--- src/rtl/led_frame_sched.sv ---
// led_frame_sched: frame sequencer for the 8-strip LED serializer.
// It fetches one bit-plane word per LED bit and drives the force-1, data and
// force-0 phases for each bit. After the last bit it holds a latch gap, then
// pulses frame_done.
module led_frame_sched #(
    parameter int unsigned LEDS_PER_STRIP = 64,
    parameter int unsigned BITS_PER_LED   = 24,
    parameter int unsigned ADDR_W         = 11,
    parameter int unsigned PHASE_CYC      = 83,
    parameter int unsigned LATCH_CYC      = 10000
) (
    input  logic              clk_in,
    input  logic              ar,
    input  logic              start,
    output logic              busy,
    output logic              frame_done,
    output logic              rd_en,
    output logic [ADDR_W-1:0] rd_addr,
    input  logic [7:0]        rd_data,
    output logic [7:0]        bit_data,
    output logic [1:0]        phase,
    output logic              sr_tick,
    output logic [7:0]        line_out
);

    localparam int unsigned N_BITS = LEDS_PER_STRIP * BITS_PER_LED;
    localparam int unsigned PCNT_W = (PHASE_CYC > 1) ? $clog2(PHASE_CYC) : 1;
    localparam int unsigned LCNT_W = (LATCH_CYC > 1) ? $clog2(LATCH_CYC) : 1;

    localparam logic [ADDR_W-1:0] LAST_IDX  = ADDR_W'(N_BITS - 1);
    localparam logic [PCNT_W-1:0] PCNT_LAST = PCNT_W'(PHASE_CYC - 1);
    localparam logic [LCNT_W-1:0] LCNT_LAST = LCNT_W'(LATCH_CYC - 1);

    typedef enum logic [2:0] {
        S_IDLE,
        S_FETCH,
        S_CAPTURE,
        S_SHIFT,
        S_LATCH
    } state_t;

    state_t              state_q, state_d;
    logic [PCNT_W-1:0]   pcnt_q, pcnt_d;
    logic [1:0]          ph_q, ph_d;
    logic [ADDR_W-1:0]   idx_q, idx_d;
    logic [LCNT_W-1:0]   lcnt_q, lcnt_d;

    logic [7:0]          prefetch_q;
    logic                rd_pend_q;

    logic                bit_start;
    logic                busy_d, done_d, rd_en_d, tick_d;
    logic [ADDR_W-1:0]   rd_addr_d;
    logic [7:0]          bit_data_d, line_d;
    logic [1:0]          phase_d;

    // State and sequencing counters
    always_ff @(posedge clk_in) begin
        if (ar) begin
            state_q <= S_IDLE;
            pcnt_q  <= '0;
            ph_q    <= '0;
            idx_q   <= '0;
            lcnt_q  <= '0;
        end else begin
            state_q <= state_d;
            pcnt_q  <= pcnt_d;
            ph_q    <= ph_d;
            idx_q   <= idx_d;
            lcnt_q  <= lcnt_d;
        end
    end

    // Next state: phase/bit/latch pacing
    always_comb begin
        state_d = state_q;
        pcnt_d  = pcnt_q;
        ph_d    = ph_q;
        idx_d   = idx_q;
        lcnt_d  = lcnt_q;
        case (state_q)
            S_IDLE: begin
                if (start) state_d = S_FETCH;
            end
            S_FETCH: begin
                state_d = S_CAPTURE;
            end
            S_CAPTURE: begin
                state_d = S_SHIFT;
                pcnt_d  = '0;
                ph_d    = 2'd0;
                idx_d   = '0;
            end
            S_SHIFT: begin
                if (pcnt_q == PCNT_LAST) begin
                    pcnt_d = '0;
                    if (ph_q == 2'd2) begin
                        ph_d = 2'd0;
                        if (idx_q == LAST_IDX) begin
                            state_d = S_LATCH;
                            lcnt_d  = '0;
                        end else begin
                            idx_d = idx_q + ADDR_W'(1);
                        end
                    end else begin
                        ph_d = ph_q + 2'd1;
                    end
                end else begin
                    pcnt_d = pcnt_q + PCNT_W'(1);
                end
            end
            S_LATCH: begin
                if (lcnt_q == LCNT_LAST) begin
                    state_d = S_IDLE;
                    lcnt_d  = '0;
                end else begin
                    lcnt_d = lcnt_q + LCNT_W'(1);
                end
            end
            default: state_d = S_IDLE;
        endcase
    end

    // Output next values, decoded from the upcoming state so the outputs land registered
    always_comb begin
        bit_start  = (state_d == S_SHIFT) && (pcnt_d == '0) && (ph_d == 2'd0);
        busy_d     = (state_d != S_IDLE);
        done_d     = (state_q == S_LATCH) && (state_d == S_IDLE);
        rd_en_d    = 1'b0;
        rd_addr_d  = rd_addr;
        bit_data_d = 8'h00;
        phase_d    = 2'd3;
        tick_d     = 1'b0;
        line_d     = 8'h00;
        if (state_d == S_FETCH) begin
            rd_en_d   = 1'b1;
            rd_addr_d = '0;
        end else if (bit_start && (idx_d != LAST_IDX)) begin
            rd_en_d   = 1'b1;
            rd_addr_d = idx_d + ADDR_W'(1);
        end
        if (state_d == S_SHIFT) begin
            phase_d = ph_d;
            tick_d  = (pcnt_d == '0);
            // The first word arrives in the same cycle it is needed, so bypass the prefetch register
            if (bit_start) bit_data_d = rd_pend_q ? rd_data : prefetch_q;
            else           bit_data_d = bit_data;
        end
        if ((state_d == S_LATCH) && (state_q != S_LATCH)) tick_d = 1'b1;
        case (phase_d)
            2'd0:    line_d = 8'hFF;
            2'd1:    line_d = bit_data_d;
            default: line_d = 8'h00;
        endcase
    end

    // Registered outputs
    always_ff @(posedge clk_in) begin
        if (ar) begin
            busy       <= 1'b0;
            frame_done <= 1'b0;
            rd_en      <= 1'b0;
            rd_addr    <= '0;
            bit_data   <= 8'h00;
            phase      <= 2'd3;
            sr_tick    <= 1'b0;
            line_out   <= 8'h00;
        end else begin
            busy       <= busy_d;
            frame_done <= done_d;
            rd_en      <= rd_en_d;
            rd_addr    <= rd_addr_d;
            bit_data   <= bit_data_d;
            phase      <= phase_d;
            sr_tick    <= tick_d;
            line_out   <= line_d;
        end
    end

    // Capture read data the cycle after each read strobe
    always_ff @(posedge clk_in) begin
        if (ar) begin
            rd_pend_q  <= 1'b0;
            prefetch_q <= 8'h00;
        end else begin
            rd_pend_q <= rd_en;
            if (rd_pend_q) prefetch_q <= rd_data;
        end
    end

endmodule

--- config.mk ---
export PLATFORM = sky130hd
export DESIGN_NAME = led_frame_sched
export DESIGN_NICKNAME = d
export VERILOG_FILES = /design/src/rtl/led_frame_sched.sv
export SDC_FILE = /design/constraint.sdc
export NUM_CORES = 1
export LEC_CHECK = 0
export ABC_AREA = 1
export CORE_UTILIZATION = 60
export DETAILED_ROUTE_END_ITERATION = 6
export PLACE_DENSITY = 0.88
export SETUP_SLACK_MARGIN = 0.1
export SLEW_MARGIN = 15
export SYNTH_ARGS = -nofsm -noshare
export SYNTH_HDL_FRONTEND = slang
export SYNTH_SLANG_ARGS = --single-unit
--- constraint.sdc ---
create_clock -name clk_in -period 5.1 [get_ports clk_in]
set_clock_uncertainty 0.1 [all_clocks]
set_input_delay 1.02 -clock clk_in [delete_from_list [all_inputs] [get_ports clk_in]]
set_output_delay 1.02 -clock clk_in [all_outputs]
set_load 0.05 [all_outputs]
After elaboration in Yosys (flattened, before gate mapping):

Index checks and enable logic that the tools add are counted.

* divide/modulo/power cells: 0
* mux-type cells: 29
* $lt $le $gt $ge: 0
* eq/ne operators: 17
* multipliers: 0
* $add $sub $neg: 5
* shift operators: 0
* reductions and logical operators: 14
* bitwise gates (word level): 0

Operators by type and width (count)
* 2-to-1 mux 14 bit: 4
* 2-to-1 mux 11 bit: 3
* case mux 14 bit (2 select lines): 1
* 2-to-1 mux 8 bit: 3
* adder 11 x 1 -> 11 bit, second input constant: 2
* case mux 11 bit (2 select lines): 1
* case mux 8 bit (2 select lines): 1
* 2-to-1 mux 3 bit: 5
* case mux 3 bit (5 select lines): 1
* adder 14 x 1 -> 14 bit, second input constant: 1
* == test 14 bit, second input constant: 1
* case mux 7 bit (2 select lines): 1
* == test 11 bit, second input constant: 1
* != test 11 bit, second input constant: 1
* == test 3 x 2 -> 1 bit, second input constant: 3
* adder 7 x 1 -> 7 bit, second input constant: 1
* == test 7 bit, second input constant: 1
* logical NOT 7 bit: 1
* 2-to-1 mux 7 bit: 1
* == test 3 x 1 -> 1 bit, second input constant: 2
* == test 3 bit, second input constant: 2
* logical NOT 3 bit: 2
* 2-to-1 mux 2 bit: 3
* != test 2 bit, second input constant: 3
* other kinds (12): 20

* output and inout port bits: 33
* bits in writable memories: 0
* latch bits: 0
* memories kept: 0
* bits in read-only memories: 0
* bits in registers: 79

Depth between registers and ports, before layout:

Gate-level depths: netlist (run 1).

* depth after elaboration: 11
* mapped depth: 21
* mapped depth without buffers: 18

Worst setup path after synthesis (run 1):

Ideal clock, no wire load.

* path kind: reg2reg
* start: register pcnt_q[0]
* end: register rd_addr[7]
* stages on the path, launching flop included: 22
* clock period less this slack: 2.651 ns
* required time: 4.887 ns
* buffers on the path: 3
* arrival: 2.438 ns
* path slack: 2.449 ns
* path through: dfxtp_1 inv_1 ha_1 nand2_2 inv_2 nand3_4 nor2_4 buf_6 buf_6 nand2_1 nand2_1 nand3_1 nand2_1 ha_1 nand4_1 nor2_4 nand3_4 nand2_4 buf_6 nand2_1 nand2_1 nor2_1

RTL lines
* start: declaration: RTL line 43 `logic [PCNT_W-1:0] pcnt_q, pcnt_d;`
* start signal: assignment: RTL line 67 `pcnt_q <= pcnt_d;`
* == test 7 bit (*): RTL line 95 `if (pcnt_q == PCNT_LAST) begin`
* 2-to-1 mux 11 bit (*): RTL line 95
* case mux 11 bit (2 select lines) (*): RTL line 81 `case (state_q)`
* via idx_d[0]: RTL line 45 `logic [ADDR_W-1:0] idx_q, idx_d;`
* parallel branches: the longest is 2 deep, another holds adder 11 x 1 -> 11 bit
* end signal: assignment: RTL line 172 `rd_addr <= rd_addr_d;`
* end: declaration: RTL line 18 `output logic [ADDR_W-1:0] rd_addr,`

Mark *: on every way through the listed nets, which the timed path passes.
A chain may end at the register's enable or synchronous reset.

Worst setup path after layout (run 1):

* start: register pcnt_q[0]
* end: register rd_addr[9]

The elaborated chain is that of the path after synthesis.

==> run summary, run 1 <==
Outcome - finished with violations
Failing checks - design-rule violations
Setup Viol. Count Final - 0
Dpl hpwl - 6958 um
Largest net degree at the start of global routing - 32
R2R depth - 18
DRC viols - 2
Total GRT Usage - 0.2773
Hold EP - lcnt_q[9]
Die X - 84.42 um
Initial antenna violation count - 0
Yosys warning count - 0
RR Startpoint - pcnt_q[0]
Drt first pass iters - 7
Worst slew pin tran - 0.8531 ns
Post-synth top area share - 0.3881
Final antenna-violating net count - 0
Max frequency - 0.3262 GHz
Slowest cell on the critical path - nor2_4
Nets - 650
RSZ-0062 raised after global routing - false
Min Tclk post-route - 3.065 ns
First-pass GRT wire length - 16,000 um
Total core area - 6459 um^2
Average wire per standard cell - 13.04 um
Kind of critical path - reg2reg
Required time of the critical path - 5.26 ns
Most used cell, CP - nand2_1
Starting density of the core - 0.6310
CTS tree - built
Vias in the first global route - 3,612
Final Hold Viols - 0
Worst skew pair latency - 0.35 ns
EDFF count, synth - 0
Post-DP Area - 4517 um^2
CTS root buf - clkbuf_8
Hold WS - 0.3635 ns
First DRT Iteration DRCs - 212
Worst r2r dst - rd_addr[9]
Most used DFF post-synth - dfxtp_1
Routed vias/inst - 5.358
Number of port buffers - 43
Post-CTS Setup Bufs - 0
Residual overflow from global routing - 0
Clock Path Buffers - 2
GPL Wtd Cong - 0.9161
Yosys top cell by area - dfxtp_1
Mean Syn Cell Area - 6.861 um^2
Critical path startpoint category - flop
Synth cell count leaders - nand2_1, nor2_1, inv_1
PostCTS Resize Cnt - 0
Min-delay src - lcnt_q[9]
Count leader, synth - nand2_1
Mapped Area - 4075 um^2
Final period utilization - 0.6010
Final wirelength - 9335 um
MaxCap Viol Count - 0
Netlist cell types - 40
Chip height - 84.42 um
Slew Viols, Final - 0
Leak Pwr - 1.940 nW
Core Rows - 29
Hold Path Cell Cnt - 2
CP Max Fanout - 20
CP arrival - 3.22 ns
Crit-path cells - inv_1 -> ha_1 -> nand2_2 -> inv_2 -> nand3_4 -> nor2_4 -> nand2_1 -> nand2_1 -> nand3_1 -> nand2_1 -> ha_1 -> nand4_1 -> nor2_4 -> nand3_4 -> nand2_4 -> nand2_1 -> nand2_1 -> nor2_1
Post-CTS Hold Buffers - 0
Worst-path clk slew - 0.09 ns
Post-Synthesis Cells - 594
Fraction of registers with async set/reset - 0
Final setup TNS - 0 ns
H-tree lvl count - 3
Largest stage delay on the critical path - 0.41 ns
Clk sinks - 79
CP endpoint kind - flop
Crit path max-delay family - simple AND/OR/NAND/NOR gates
Power density over cell area - 264.9 nW/um^2
Share of the yosys chip area belonging to registers - 0.3881
Max-slew headroom - 0.4307
Main area contributors after synthesis - dfxtp_1, nand2_1, nor2_1, inv_1, nand3_1
HP Class - reg2reg
Num CTS Buffers - 9
Peak VDD IR - 0.0002195 V
Num ports - 44
Critical path buffers and inverters - 2
Final instance area - 4697 um^2
Fraction of layout cells with a size suffix above 1 - 0.1064
P&R area growth vs syn - 15.26%
Total die area - 7126 um^2
Via Count - 3,836
Mapped Nets - 610
Yosys reg bits - 79
Worst reg2reg setup slack - 2.03 ns
Number of diodes - 0
==> routing by layer <==
layer,share of wire,vias up,wire length (um),global-route usage
met5,0,-,0,0
met4,0.021,0,192,0.1079
met3,0.043,20,399,0.05310
met2,0.51,102,4740,0.4911
met1,0.43,1746,4002,0.3333
li1,-,1968,-,-
==> through the flow <==
stage | setup WS, ns | power (mW) | cells | utilization
2_1_floorplan | 2.449 | 0.7867 | 594 | -
3_3_place_gp | 2.169 | 0.8300 | 700 | 0.6993
3_5_place_dp | 2.095 | 0.8347 | 700 | 0.6993
4_1_cts | 2.069 | 1.252 | 716 | 0.7272
5_1_grt | 1.736 | 1.295 | 716 | 0.7272
6_report | 2.035 | 1.244 | 716 | 0.7272
==> where the power goes <==
part / switching, mW / leakage, nW / internal, mW / total [mW]
logic: 0.120 / 1.22 / 0.0536 / 0.174
clock network: 0.241 / 0.0838 / 0.181 / 0.422
registers: 0.0123 / 0.640 / 0.636 / 0.648
==> registers in the layout, summed over array words and instances (netlist names) <==
register / count
rd_pend_q: 1
ph_q: 2
pcnt_q: 7
lcnt_q: 14
phase: 2
line_out: 8
idx_q: 11
sr_tick: 1
state_q: 3
rd_addr: 11
rd_en: 1
prefetch_q: 8
bit_data: 8
busy: 1
frame_done: 1
==> cell usage in the layout, fill, tap and decap left out, types with 2 or more instances in the layout <==
cell type and count:
ha_1 5, nand2_1 114, clkinv_1 2, inv_1 80, a21oi_1 28, dfxtp_1 79
inv_2 7, nand3_1 50, nand4_1 14, clkbuf_8 9, nand3_4 4, nand3_2 2
nand4_2 3, o21ai_0 23, o22ai_1 2, clkdlybuf4s50_1 43, nor2_2 13, a211oi_1 2
nand2_2 13, o21ai_1 4, xor2_1 8, nor3_1 11, nor2_4 4, nor2_1 98
clkinvlp_4 3
==> cells by family after synthesis <==
family                   Yosys count  synth area share
buffers and inverters            104            0.1047
AO/OA/AOI/OAI                     65           0.08628
multiplexers                       1          0.002456
AND/OR/NAND/NOR                  332            0.3859
flip-flops                        79            0.3881
XOR/XNOR                           8           0.01719
adder cells (fa/ha/maj)            5           0.01535
==> worst reg2reg max path, stage by stage, from the launching register on <==
cell and delay, ns:
dfxtp_1 0.34, inv_1 0.09, ha_1 0.19, nand2_2 0.06, inv_2 0.07, nand3_4 0.09
nor2_4 0.41, nand2_1 0.09, nand2_1 0.08, nand3_1 0.06, nand2_1 0.18, ha_1 0.27
nand4_1 0.20, nor2_4 0.22, nand3_4 0.16, nand2_4 0.18, nand2_1 0.07, nand2_1 0.06
nor2_1 0.04
==> how the worst max path moves through the flow <==
| stage | start | end | cells past startpoint |
|---|---|---|---|
| 2_1_floorplan | pcnt_q[0] | rd_addr[7] | 21 |
| 3_3_place_gp | pcnt_q[0] | rd_addr[9] | 18 |
| 3_5_place_dp | pcnt_q[0] | rd_addr[9] | 18 |
| 4_1_cts | pcnt_q[0] | rd_addr[4] | 17 |
| 5_1_grt | pcnt_q[0] | rd_addr[7] | 18 |
| 6_report | pcnt_q[0] | rd_addr[9] | 18 |
==> layout make-up <==
class / count / area (um^2)
multi-input combinational: 411 / 2067
fill: 523 / 1762
sequential: 79 / 1582
timing repair buffer: 44 / 437.9
inverter: 89 / 334.1
clock buffer: 9 / 123.9
tap: 77 / 96.34
clock inverter: 7 / 56.30
Note: power is estimated with default switching activity, not from simulation.
==> run 2: changes to the inputs <==
Settings changed: CORE_UTILIZATION 60 to 57, PLACE_DENSITY 0.88 to 0.84.
Clock period 5.1 ns to 2.85 ns, I/O delays scaled along.
==> run 2 against run 1 <==
  * The flow now finishes without violations
  * First-iteration DRC count shrank 20%
  * Register-to-register slack worse by 1.8 ns
  * Hold slack improved by 0.0073 ns
  * Setup slack got worse by 1.8 ns
  * Critical path type unchanged
==> run summary, run 2 (synthesis gave the netlist of run 1 again) <==
Critical path startpoint category - flop
Largest stage delay on the critical path - 0.33 ns (-0.08 ns)
P&R area growth vs syn - 20.69%
CP Max Fanout - 7 (-65%)
Final core occ - 0.7200 (-0.007275)
First DRT Iteration DRCs - 170 (-20%)
CTS tree - built
R2R depth - 18 (unchanged)
Routed vias/inst - 5.255 (-1.9%)
Largest net degree at the start of global routing - 32 (unchanged)
Leak Pwr - 2.035 nW (+4.9%)
Initial antenna violation count - 0 (unchanged)
CTS root buf - clkbuf_8
Worst-path clk slew - 0.09 ns (about the same)
Worst skew pair latency - 0.36 ns (about the same)
Vias in the first global route - 3,576 (-1.0%)
Final antenna-violating net count - 0 (unchanged)
# fillers - 552 (+5.5%)
Via Count - 3,936 (+2.6%)
Post-DP Area - 4593 um^2 (+1.7%)
Final period utilization - 0.9246 (+0.3236)
Pre-CTS WS - 0.04616 ns (-2.049 ns)
Total core area - 6832 um^2 (+5.8%)
Final Power - 2.338 mW (+88%)
Outcome - complete, no violations
Final wirelength - 9488 um (+1.6%)
Residual overflow from global routing - 0 (unchanged)
Final setup TNS - 0 ns (unchanged)
Most used cell, CP - nor2_1
Clk sinks - 79 (unchanged)
RSZ-0062 raised after global routing - false
Crit-path cells - inv_1 -> ha_1 -> nand2_2 -> inv_2 -> nand3_4 -> nor2_4 -> nand2_1 -> nand2_1 -> nand3_1 -> nand2_2 -> ha_4 -> nand4_1 -> buf_4 -> nor2_1 -> nor2_1 -> nor2_1 -> nand3_1 -> a21oi_1
MaxCap Viol Count - 0 (unchanged)
RR Startpoint - pcnt_q[0]
Hold WS - 0.3708 ns (+0.007267 ns)
Peak VDD IR - 0.0004116 V (+87%)
Num CTS Buffers - 9 (unchanged)
Die X - 86.56 um (+2.5%)
Critical path buffers and inverters - 3 (+1)
Worst r2r dst - rd_addr[4]
Most common cell after layout, fill and taps aside - nand2_1
Total die area - 7492 um^2 (+5.1%)
Worst reg2reg setup slack - 0.21 ns (-1.82 ns)
Final worst slack - 0.2148 ns (-1.820 ns)
Clock Path Buffers - 2 (unchanged)
Chip height - 86.56 um (+2.5%)
Nets - 664 (+2.2%)
H-tree lvl count - 3 (unchanged)
Min Tclk post-route - 2.635 ns (-0.4301 ns)
Crit path max-delay family - simple AND/OR/NAND/NOR gates
Final instance area - 4918 um^2 (+4.7%)
Largest regs - lcnt_q (14), idx_q (11), rd_addr (11)
Number of diodes - 0 (unchanged)
Required time of the critical path - 3.04 ns (-2.22 ns)
Max frequency - 0.3795 GHz (+16%)
CP endpoint kind - flop
Slew Viols, Final - 0 (unchanged)
Average wire per standard cell - 12.67 um (-2.8%)
Power density over cell area - 475.4 nW/um^2 (+79%)
Final Hold Viols - 0 (unchanged)
Worst Setup SP - pcnt_q[0]
Num ports - 44 (unchanged)
Slowest cell on the critical path - dfxtp_1
Critical Path Stages - 18 (unchanged)
HP Class - reg2reg
Max-slew headroom - 0.6440 (+0.2134)
Drt first pass iters - 5 (-2)
Fraction of layout cells with a size suffix above 1 - 0.1378 (+0.03141)
Total GRT Usage - 0.2576 (-0.01976)
CP arrival - 2.83 ns (-0.39 ns)
Layout Cells excl Fill - 749 (+4.6%)
DRC viols - 0 (-2)
Kind of critical path - reg2reg
CP endpoint - rd_addr[4]
Setup Viol. Count Final - 0 (unchanged)
Most flops, register - lcnt_q
Number of port buffers - 43 (unchanged)
Placed cell count - 726 (+3.7%)
First-pass GRT wire length - 15,240 um (-4.8%)
Core Rows - 30 (+3.4%)
Worst slew pin tran - 0.5323 ns (-0.3208 ns)
Starting density of the core - 0.5965 (-0.03444)
Dpl hpwl - 6693 um (-3.8%)
Max reg flops - 14 (unchanged)
Most frequent cells in the layout - nand2_1, nor2_1, inv_1
GPL Wtd Cong - 0.9689 (+5.8%)
[run 2: cell type report]
type | instances | area (um^2) | share of cell area
multi-input combinational | 413 | 2142 | 0.4355
sequential | 79 | 1587 | 0.3226
timing repair buffer | 56 | 531.8 | 0.1081
inverter | 89 | 334.1 | 0.06792
clock buffer | 9 | 123.9 | 0.02518
tap | 96 | 120.1 | 0.02442
clock inverter | 7 | 80.08 | 0.01628
[run 2: worst min-delay path by stage]
stage	start	to	slack [ns]	depth (start not counted)
4_1_cts	lcnt_q[9]	lcnt_q[9]	0.37	2
3_3_place_gp	lcnt_q[9]	lcnt_q[9]	0.35	2
3_5_place_dp	lcnt_q[9]	lcnt_q[9]	0.35	2
6_report	lcnt_q[9]	lcnt_q[9]	0.37	2
5_1_grt	rd_en	rd_pend_q	0.40	2
2_1_floorplan	lcnt_q[9]	lcnt_q[9]	0.34	2
[run 2: what timing repair did]
item / 4_1_cts / 5_1_grt
pin swaps: 1 / 9
gates resized for setup: 2 / 14
cloned: 0 / 2
setup buffers: 0 / 5
hold buffers: 0 / 0
endpoints found under the setup margin: 8 / 19
[run 2: report_power, final]
part	switching, mW	internal (mW)	leakage, nW
clock	0.441	0.415	0.102
combinational	0.220	0.103	1.29
sequential	0.0223	1.14	0.641
total	0.683	1.66	2.04
[run 2: worst min-delay path, cell delays in order (launching register included)]
cell	delay, ns
dfxtp_1	0.32
inv_1	0.05
a211oi_1	0.06
[run 2: metal layers]
metal	up-vias	part of all wire	global-route usage
li1	1999	-	-
met1	1779	0.42	0.3037
met2	124	0.50	0.4509
met3	34	0.049	0.05143
met4	0	0.034	0.1182
met5	-	0	0
==> run 3: changes to the inputs <==
Settings changed: CORE_UTILIZATION 57 to 35, PLACE_DENSITY 0.84 to 0.58.
==> run 3 against run 2 <==
  * Cell count up 6.4%
  * Global-route usage shrank 8.6 points
  * Via count down 3.2%
  * Highest routed layer unchanged
  * Clock power up 33%
  * Sequential share of layout area is 1.2 points lower
  * Hold slack got worse by 0.037 ns
  * Critical path type unchanged
  * Final area is 3.7% higher
  * Largest power group unchanged
==> run summary, run 3 (synthesis gave the netlist of run 1 again) <==
DRC viols - 0 (unchanged)
Final Hold Viols - 0 (unchanged)
Peak VDD IR - 0.0002875 V (-30%)
Final wirelength - 9708 um (+2.3%)
Num ports - 44 (unchanged)
Final setup TNS - 0 ns (unchanged)
Final instance area - 5102 um^2 (+3.7%)
Total GRT Usage - 0.1714 (-0.08614)
Drt first pass iters - 4 (-1)
Starting density of the core - 0.3584 (-0.2381)
H-tree lvl count - 3 (unchanged)
Vias in the first global route - 3,420 (-4.4%)
Most common cell after layout, fill and taps aside - nand2_1
CP Max Fanout - 15 (+8)
CTS root buf - clkbuf_16
Number of port buffers - 43 (unchanged)
Power density over cell area - 519.2 nW/um^2 (+9.2%)
Most flops, register - lcnt_q
Largest net degree at the start of global routing - 24 (-25%)
Clock Path Buffers - 2 (unchanged)
Chip height - 109.9 um (+27%)
CP endpoint kind - flop
First DRT Iteration DRCs - 180 (+5.9%)
P&R area growth vs syn - 25.21%
Total core area - 11,370 um^2 (+66%)
RR Startpoint - pcnt_q[0]
Max-slew headroom - 0.6356 (-0.008440)
Min-delay src - rd_en
Final core occ - 0.4488 (-0.2712)
Placed cell count - 775 (+6.7%)
MaxCap Viol Count - 0 (unchanged)
First-pass GRT wire length - 15,870 um (+4.2%)
Post-CTS Hold Buffers - 0 (unchanged)
Num CTS Buffers - 9 (unchanged)
Hold WS - 0.3337 ns (-0.03712 ns)
Die X - 109.9 um (+27%)
Total die area - 12,080 um^2 (+61%)
Worst-path clk slew - 0.06 ns (-0.03 ns)
Setup Viol. Count Final - 0 (unchanged)
Number of diodes - 0 (unchanged)
Clk sinks - 79 (unchanged)
R2R depth - 18 (unchanged)
CP arrival - 2.64 ns (-0.19 ns)
HP Class - reg2reg
Core Rows - 39 (+30%)
Most frequent cells in the layout - nand2_1, nor2_1, inv_1
Pre-CTS WS - 0.1354 ns (+0.08927 ns)
Nets - 666 (+0.30%)
Max frequency - 0.3992 GHz (+5.2%)
Residual overflow from global routing - 0 (unchanged)
Required time of the critical path - 2.98 ns (-0.06 ns)
Via Count - 3,812 (-3.2%)
Worst slew pin tran - 0.5449 ns (+0.01262 ns)
Average wire per standard cell - 12.18 um (-3.8%)
GPL Wtd Cong - 0.8087 (-17%)
Leak Pwr - 2.072 nW (+1.8%)
Max reg flops - 14 (unchanged)
Largest regs - lcnt_q (14), idx_q (11), rd_addr (11)
Worst skew pair latency - 0.34 ns (-0.02 ns)
CTS tree - built
Outcome - complete, no violations
RSZ-0062 raised after global routing - false
Dpl hpwl - 7302 um (+9.1%)
Final worst slack - 0.3448 ns (+0.1300 ns)
Kind of critical path - reg2reg
Initial antenna violation count - 0 (unchanged)
Hold Path Cell Cnt - 2 (unchanged)
Post-DP Area - 4667 um^2 (+1.6%)
Worst reg2reg setup slack - 0.34 ns (+0.13 ns)
Worst Setup SP - pcnt_q[0]
Final Power - 2.649 mW (+13%)
Fraction of layout cells with a size suffix above 1 - 0.1422 (+0.004376)
Min Tclk post-route - 2.505 ns (-0.1300 ns)
Routed vias/inst - 4.783 (-9.0%)
Critical path startpoint category - flop
Final period utilization - 0.8790 (-0.04562)
Slew Viols, Final - 0 (unchanged)
Layout Cells excl Fill - 797 (+6.4%)
Final antenna-violating net count - 0 (unchanged)
==> run 3: cell count changes in the layout (fill, tap and decap cells not counted), moves of 2 or more <==
cell,delta
dfxtp_2,+2
clkbuf_16,+9
clkinv_4,-2
clkbuf_8,-8
==> run 3: final cells by class <==
| type | instances | area [um^2] |
|---|---|---|
| Fill cell | 1132 | 6267 |
| Clock inverter | 4 | 53.80 |
| Inverter | 89 | 334.1 |
| Tap cell | 143 | 178.9 |
| Multi-Input combinational cell | 413 | 2145 |
| Timing Repair Buffer | 58 | 563.0 |
| Sequential cell | 79 | 1585 |
| Clock buffer | 11 | 242.7 |
==> run 3: where the power goes <==
part	switching, mW	internal (mW)	leakage [nW]	total, mW
combinational	0.223	0.119	1.29	0.342
sequential	0.0225	1.14	0.641	1.16
clock	0.445	0.700	0.138	1.14
==> run 3: worst paths after layout <==
path | end
max | rd_addr[9]
min | rd_pend_q
max reg2reg | rd_addr[9]
min reg2reg | rd_pend_q
==> run 3: timing repair <==
action / in CTS / in global routing
endpoints found under the hold margin: 0 / 0
setup buffers: 0 / 5
endpoints found under the setup margin: 0 / 20
resized for setup: 0 / 19
==> run 3: critical path, cell delays in order, from the launching register on <==
cell     delay (ns)
dfxtp_2        0.33
inv_2          0.06
ha_2           0.18
nand2_2        0.05
inv_2          0.07
nand3_4        0.09
nor2_4         0.21
buf_8          0.19
nand3_1        0.07
nand2_1        0.06
nand3_1        0.12
nand2_2        0.16
nand2_2        0.10
nor2_4         0.14
nand3_4        0.16
nand2_8        0.14
nand2_1        0.05
nand2_1        0.05
nor2_1         0.05
==> run 3: per-layer routing <==
layer | up-vias | wire [um] | GRT usage
li1 | 2002 | - | -
met1 | 1747 | 4484 | 0.2191
met2 | 53 | 4759 | 0.2781
met3 | 10 | 355 | 0.04564
met4 | 0 | 109 | 0.05714
met5 | - | 0 | 0
